`config.mk`:
```
export PLATFORM = sky130hd
export DESIGN_NAME = multi_channel_sync_fifo
export DESIGN_NICKNAME = d
export VERILOG_FILES = /design/src/rtl/multi_channel_sync_fifo.sv
export SDC_FILE = /design/constraint.sdc
export NUM_CORES = 1
export LEC_CHECK = 0
export ABC_AREA = 1
export ABC_CLOCK_PERIOD_IN_PS = 2200
export CAP_MARGIN = 5
export CORE_ASPECT_RATIO = 0.5
export CORE_MARGIN = 5
export CORE_UTILIZATION = 39
export DETAILED_ROUTE_END_ITERATION = 8
export GPL_TIMING_DRIVEN = 0
export PLACE_DENSITY = 0.65
export SLEW_MARGIN = 20
export SYNTH_ARGS = -nofsm -noshare
export SYNTH_HDL_FRONTEND = slang
export SYNTH_SLANG_ARGS = --single-unit
```
`constraint.sdc`:
```
create_clock -name clk -period 2.2 [get_ports clk]
set_clock_uncertainty 0.05 [all_clocks]
set_input_delay 0.22 -clock clk [delete_from_list [all_inputs] [get_ports clk]]
set_output_delay 0.22 -clock clk [all_outputs]
set_load 0.01 [all_outputs]
```
`src/rtl/multi_channel_sync_fifo.sv`:
```
// NUM_CH independent FIFO queues sharing one memory, one write and one read per cycle.
// Per-channel status, runtime thresholds, per-channel clear, sticky error flags, optional registered read.
module multi_channel_sync_fifo #(
  parameter int DATA_WIDTH = 8,
  parameter int DEPTH      = 16,
  parameter int NUM_CH     = 4,
  parameter int REG_OUT    = 0,
  localparam int AW  = $clog2(DEPTH),
  localparam int CW  = AW + 1,
  localparam int CHW = (NUM_CH > 1) ? $clog2(NUM_CH) : 1
) (
  input  logic                   clk,
  input  logic                   rst,
  input  logic [NUM_CH-1:0]      clear,
  input  logic                   wen,
  input  logic [CHW-1:0]         wch,
  input  logic [DATA_WIDTH-1:0]  wdata,
  input  logic                   ren,
  input  logic [CHW-1:0]         rch,
  output logic [DATA_WIDTH-1:0]  rdata,
  output logic                   rvalid,
  input  logic [CW-1:0]          afull_thr,
  input  logic [CW-1:0]          aempty_thr,
  output logic [NUM_CH-1:0]      empty,
  output logic [NUM_CH-1:0]      full,
  output logic [NUM_CH-1:0]      afull,
  output logic [NUM_CH-1:0]      aempty,
  output logic [NUM_CH-1:0]      overflow,
  output logic [NUM_CH-1:0]      underflow,
  output logic [NUM_CH*CW-1:0]   count
);

  localparam logic [CHW:0] NCH = (CHW+1)'(NUM_CH);

  logic [DATA_WIDTH-1:0] r_mem   [NUM_CH*DEPTH];
  logic [AW-1:0]         r_wptr  [NUM_CH];
  logic [AW-1:0]         r_rptr  [NUM_CH];
  logic [CW-1:0]         r_count [NUM_CH];
  logic [NUM_CH-1:0]     r_ovf, r_udf;

  logic                  w_wch_ok, w_rch_ok;
  logic [NUM_CH-1:0]     w_wsel, w_rsel, w_wr, w_rd;
  logic [CHW+AW-1:0]     w_waddr, w_raddr;
  logic [DATA_WIDTH-1:0] w_head;

  assign w_wch_ok = ({1'b0, wch} < NCH);
  assign w_rch_ok = ({1'b0, rch} < NCH);
  assign w_wsel   = w_wch_ok ? (NUM_CH'(1) << wch) : '0;
  assign w_rsel   = w_rch_ok ? (NUM_CH'(1) << rch) : '0;
  assign w_waddr  = w_wch_ok ? {wch, r_wptr[wch]} : '0;
  assign w_raddr  = w_rch_ok ? {rch, r_rptr[rch]} : '0;
  assign w_head   = r_mem[w_raddr];

  always_comb begin
    // NOTE: every always_comb output gets a default first so no path can infer a latch.
    empty  = '0;
    full   = '0;
    afull  = '0;
    aempty = '0;
    count  = '0;
    w_wr   = '0;
    w_rd   = '0;
    for (int c = 0; c < NUM_CH; c++) begin
      empty[c]          = (r_count[c] == '0);
      full[c]           = (r_count[c] == CW'(DEPTH));
      afull[c]          = (r_count[c] >= afull_thr);
      aempty[c]         = (r_count[c] <= aempty_thr);
      count[c*CW +: CW] = r_count[c];
      w_wr[c]           = wen & w_wsel[c] & ~full[c]  & ~clear[c];
      w_rd[c]           = ren & w_rsel[c] & ~empty[c] & ~clear[c];
    end
  end

  assign overflow  = r_ovf;
  assign underflow = r_udf;

  // NOTE: the memory is deliberately reset here because reset must return every head word to zero;
  // per-channel clear leaves it untouched, only the pointers move.
  always_ff @(posedge clk) begin
    if (rst) begin
      for (int i = 0; i < NUM_CH*DEPTH; i++) r_mem[i] <= '0;
    end else if (|w_wr) begin
      // NOTE: sequential state is only ever assigned with non-blocking assignments.
      r_mem[w_waddr] <= wdata;
    end
  end

  always_ff @(posedge clk) begin
    if (rst) begin
      r_ovf <= '0;
      r_udf <= '0;
      for (int c = 0; c < NUM_CH; c++) begin
        r_wptr[c]  <= '0;
        r_rptr[c]  <= '0;
        r_count[c] <= '0;
      end
    end else begin
      for (int c = 0; c < NUM_CH; c++) begin
        if (clear[c]) begin
          r_wptr[c]  <= '0;
          r_rptr[c]  <= '0;
          r_count[c] <= '0;
          r_ovf[c]   <= 1'b0;
          r_udf[c]   <= 1'b0;
        end else begin
          if (w_wr[c]) r_wptr[c] <= r_wptr[c] + AW'(1);
          if (w_rd[c]) r_rptr[c] <= r_rptr[c] + AW'(1);
          if (w_wr[c] && !w_rd[c])      r_count[c] <= r_count[c] + CW'(1);
          else if (w_rd[c] && !w_wr[c]) r_count[c] <= r_count[c] - CW'(1);
          if (wen && w_wsel[c] && full[c])  r_ovf[c] <= 1'b1;
          if (ren && w_rsel[c] && empty[c]) r_udf[c] <= 1'b1;
        end
      end
    end
  end

  if (REG_OUT != 0) begin : g_reg_out
    logic [DATA_WIDTH-1:0] r_rdata;
    logic                  r_rvalid;
    always_ff @(posedge clk) begin
      if (rst) begin
        r_rdata  <= '0;
        r_rvalid <= 1'b0;
      end else begin
        r_rvalid <= |w_rd;
        if (|w_rd) r_rdata <= w_head;
      end
    end
    assign rdata  = r_rdata;
    assign rvalid = r_rvalid;
  end else begin : g_comb_out
    assign rdata  = w_head;
    assign rvalid = |(w_rsel & ~empty);
  end

endmodule

```
==> impl_results.md <==
- Status: finished with violations
- Failing checks: negative setup slack
- Area of the die: slightly above 80,000 sq um
- Max-slew violations: 0
- Die span in x: between 400 and 500 um
- First-pass GRT wire length: roughly 150 mm
- HP Class: primary input to flop
- # rows: 71
- Vias in the first global route: approximately 25,000
- Simple logic cell fraction of the synthesized area: between 30% and 40%
- Post-synth EDFFs: 564
- Routed vias/inst: approximately 5.6
- Syn-to-layout area delta: 29.7%
- Most frequent cell after synthesis: nand2_1
- WP data arrival: roughly 2.9 ns
- Clk pin slew, worst setup/hold paths: 0.06 ns
- Main synth FF type: edfxtp_1
- Core ar.: 75,600 sq um
- Root Buffer: clkbuf_16
- Startpoint types: flop
- CTS tree: yes
- GR Util met2: 39.5%
- FF-to-FF path depth: 16
- GRT Total Usage: between 20% and 30%
- Net Sw Frac: between 20 and 30%
- Post-route cell area: between 30,000 and 40,000 sq um
- Global-route met3 utilization: between 7 and 8%
- Sequential area share after synthesis: a little under three fifths
- Syn Nets: around 3,300
- Routed WL: 109 mm
- GR Overflow Total: 0
- Hold Crit Endpoint: underflow[0]$_SDFFE_PP0P_
- Largest family of logic cells by synthesized area: simple AND/OR/NAND/NOR gates
- Critical path class: flop to primary output
- Reg-to-Reg End: r_mem[58][0]$_SDFFCE_PN0P_
- Final setup viols: between 900 and 1,000
- Hold path start: ren
- Vias: 25,996
- CP required: just under 2 ns
- M1 GR Usage: 32.1%
- Syn Inst Count: 3,238
- Initial antenna violation count: 1
- Die height: slightly above 200 um
- Worst-Skew Late Latency: between 0.6 and 0.7 ns
- R2R Setup Slk: -0.35 ns
- Maximum VDD drop: ~0.00061 V
- Commonest cells in the netlist: nand2_1 (679), nor2_1 (599), edfxtp_1 (564)
- Number of CTS-inserted buffers: between 50 and 60
- Wire per inst: between 20 and 25 um
- Max-cap viol count: 0
- CP max FO: 10
- Int Power: around 20 mW
- Fraction of layout cells with a size suffix above 1: 23.4%
- Drt initial violations: about 3,300
- Pwr/cell area: roughly 710 nW/um^2
- Final WS setup: -0.960 ns
- Synth Warn #: 0
- Largest net degree at the start of global routing: 15
- NetSw: ~8.0 mW
- Final RePlAce weighted congestion: roughly 0.98
- Sequential power share: between 40% and 50%
- Fill cells: about 6,600
- Placed cell area: 32,400 sq um
- Mapped Area: 29,900 sq um
- Reg2reg start: r_count[0][0]$_SDFFCE_PN0P_
- I/O pins: between 80 and 90
- Total power: between 20 and 30 mW
- Count of state elements after synthesis: approximately 570
- Worst Hold Depth: 3
- Clock buffer depth: 3
- N_diodes: 0
- Final TNS setup: -164.09 ns
- Min cycle time layout: approximately 3.2 ns
- Port Buf Inserts: 81
- RSZ-0062 raised after global routing: yes
- Post-CTS Hold Buffers: 0
- Fin. Hold Viols: 0
- Final ANT Viol Nets: 0
- Fmax achieved: approximately 320 MHz
- Placed Cells: around 4,300
- Final core occ: around half
- Post-route DRC violation count: 0
- Power share of the clock group: approximately 36%
- Nets: between 3,000 and 4,000
- Busiest grt layer: met2
- Slew headroom: a little under a fifth
- Worst Max-Slew Pin Slew: 1.23 ns
- Ys async rst share: 0%
- Xor and xnor fraction of the mapped netlist area: less than 1%
- Clk sink count: around 570
- H-tree Lvls: 2
- Compound-gate portion of the synthesized area: under 10%
- Top cell type's share of synthesized area: approximately 57%
- Mean Syn Cell Area: just over 9 sq um
- Crit path capture type: primary output
- Cell taking the most area after synthesis: edfxtp_1
- Area contributors post-synth: edfxtp_1 (57%), nand2_1 (8.5%), nand3_1 (8.1%)
- Mux share of post-synthesis cell area: 0%
- 1st-pass router iterations: 6
- Final period util: 144%
- Netlist cell types: between 40 and 50
- Starting Density: a little under 40%
- Dpl hpwl: around 72 mm
- Cell Count, Final, Fillers Out: 4,638
- Post-Synth Adder-Cell Area: about 2.5%
- Lkg Pwr: between 15 and 20 nW
- Combinational share of power: 18.9%
## power groups by stage
| stage | clock (mW) | combinational (mW) | sequential (mW) |
|---|---|---|---|
| floorplan | 0 | 2.24 | 12.7 |
| global placement | 0 | 3.73 | 12.7 |
| detailed placement | 0 | 3.80 | 12.7 |
| CTS | 9.83 | 4.66 | 12.5 |
| global route | 10.3 | 5.44 | 12.5 |
| finish | 9.92 | 5.22 | 12.5 |
## logic make-up after synthesis
logic type,count (synthesis)
AOI/OAI and AO/OA,73
xor gates and xnor gates,34
adders and majority gates,60
buffers and inverters,498
DFF,572
and+or+nand+nor,2001
## metrics by stage
step	worst slack, ns	hold WS [ns]
after floorplan	0.000569	0.332
after global placement	-1.97	0.405
after detailed placement	-2.04	0.408
after CTS	-0.922	0.0779
after global routing	-1.02	0.118
final	-0.960	0.107
## cell usage in the layout, fill, tap and decap left out, types with 11 or more instances in the layout
cell | Yosys | final
nor2_1 | 599 | 587
edfxtp_1 | 564 | 564
nand2_1 | 679 | 533
nand3_1 | 487 | 370
inv_1 | 283 | 255
buf_4 | 0 | 169
nand3b_1 | 160 | 160
nand3_2 | 28 | 122
nand2_2 | 8 | 71
nand3_4 | 20 | 67
clkbuf_16 | 0 | 64
clkbuf_1 | 74 | 63
buf_6 | 3 | 59
clkdlybuf4s50_1 | 0 | 55
nand2_4 | 1 | 51
ha_1 | 60 | 50
inv_2 | 19 | 42
nand2_8 | 0 | 33
buf_12 | 0 | 31
buf_2 | 104 | 25
xor2_1 | 23 | 23
a21oi_1 | 26 | 22
nor2_4 | 6 | 15
clkinv_1 | 1 | 14
clkbuf_2 | 0 | 13
clkinv_2 | 0 | 11
xnor2_1 | 11 | 11
## state kept, by name, summed over array words and instances, names as in the netlist
name       count
r_mem        512
r_count       20
r_rptr        16
r_wptr        16
overflow       4
underflow      4
## worst max-delay path, stage by stage, from the launching register on
cell and delay, ns:
edfxtp_1 0.41, nand2_1 0.09, nand2_2 0.10, nand2_8 0.17
nand2_8 0.14, buf_12 0.18, buf_6 0.15, nand2_1 0.09
nand3_1 0.14, nand3_1 0.15, nand3_4 0.13, nand2_1 0.10
nand2_1 0.06, nand2_2 0.10, inv_2 0.04, nand2_2 0.07
buf_6 0.10
## metal layers
layer / up-vias / wire, um
met2: 1606 / 48700
met4: 2 / 4920
li1: 11521 / -
met1: 12567 / 40500
met5: - / 13
met3: 300 / 14500
## final cells by class
type | count | area, sq um | share of cell area, %
Buffer | 194 | 1560 | 4.03
Tap cell | 1022 | 1280 | 3.29
Clock buffer | 72 | 1530 | 3.93
Multi-Input combinational cell | 2192 | 13300 | 34.2
Sequential cell | 572 | 17100 | 44.0
Timing Repair Buffer | 249 | 2620 | 6.74
Clock inverter | 34 | 295 | 0.761
Inverter | 303 | 1150 | 2.97
## repair_timing
action	in CTS	in global routing
resized for setup	603	176
pin swaps	106	87
cloned	15	19
setup endpoints to repair	1073	1041
setup buffers	99	58
## worst max path at each step
stage	startpoint	end	slack (ns)	depth (start not counted)
after floorplan	r_count[0][5]$_SDFFCE_PN0P_	r_mem[1][0]$_SDFFCE_PN0P_	0.0006	11
after global placement	rch[0]	rdata[5]	-1.97	17
after detailed placement	rch[0]	rdata[6]	-2.04	17
after CTS	r_rptr[2][0]$_SDFFCE_PN0P_	rdata[4]	-0.92	18
after global routing	r_rptr[1][0]$_SDFFCE_PN0P_	rdata[5]	-1.02	15
final	r_rptr[1][0]$_SDFFCE_PN0P_	rdata[5]	-0.96	16
Note: power is estimated with default switching activity, not from simulation.
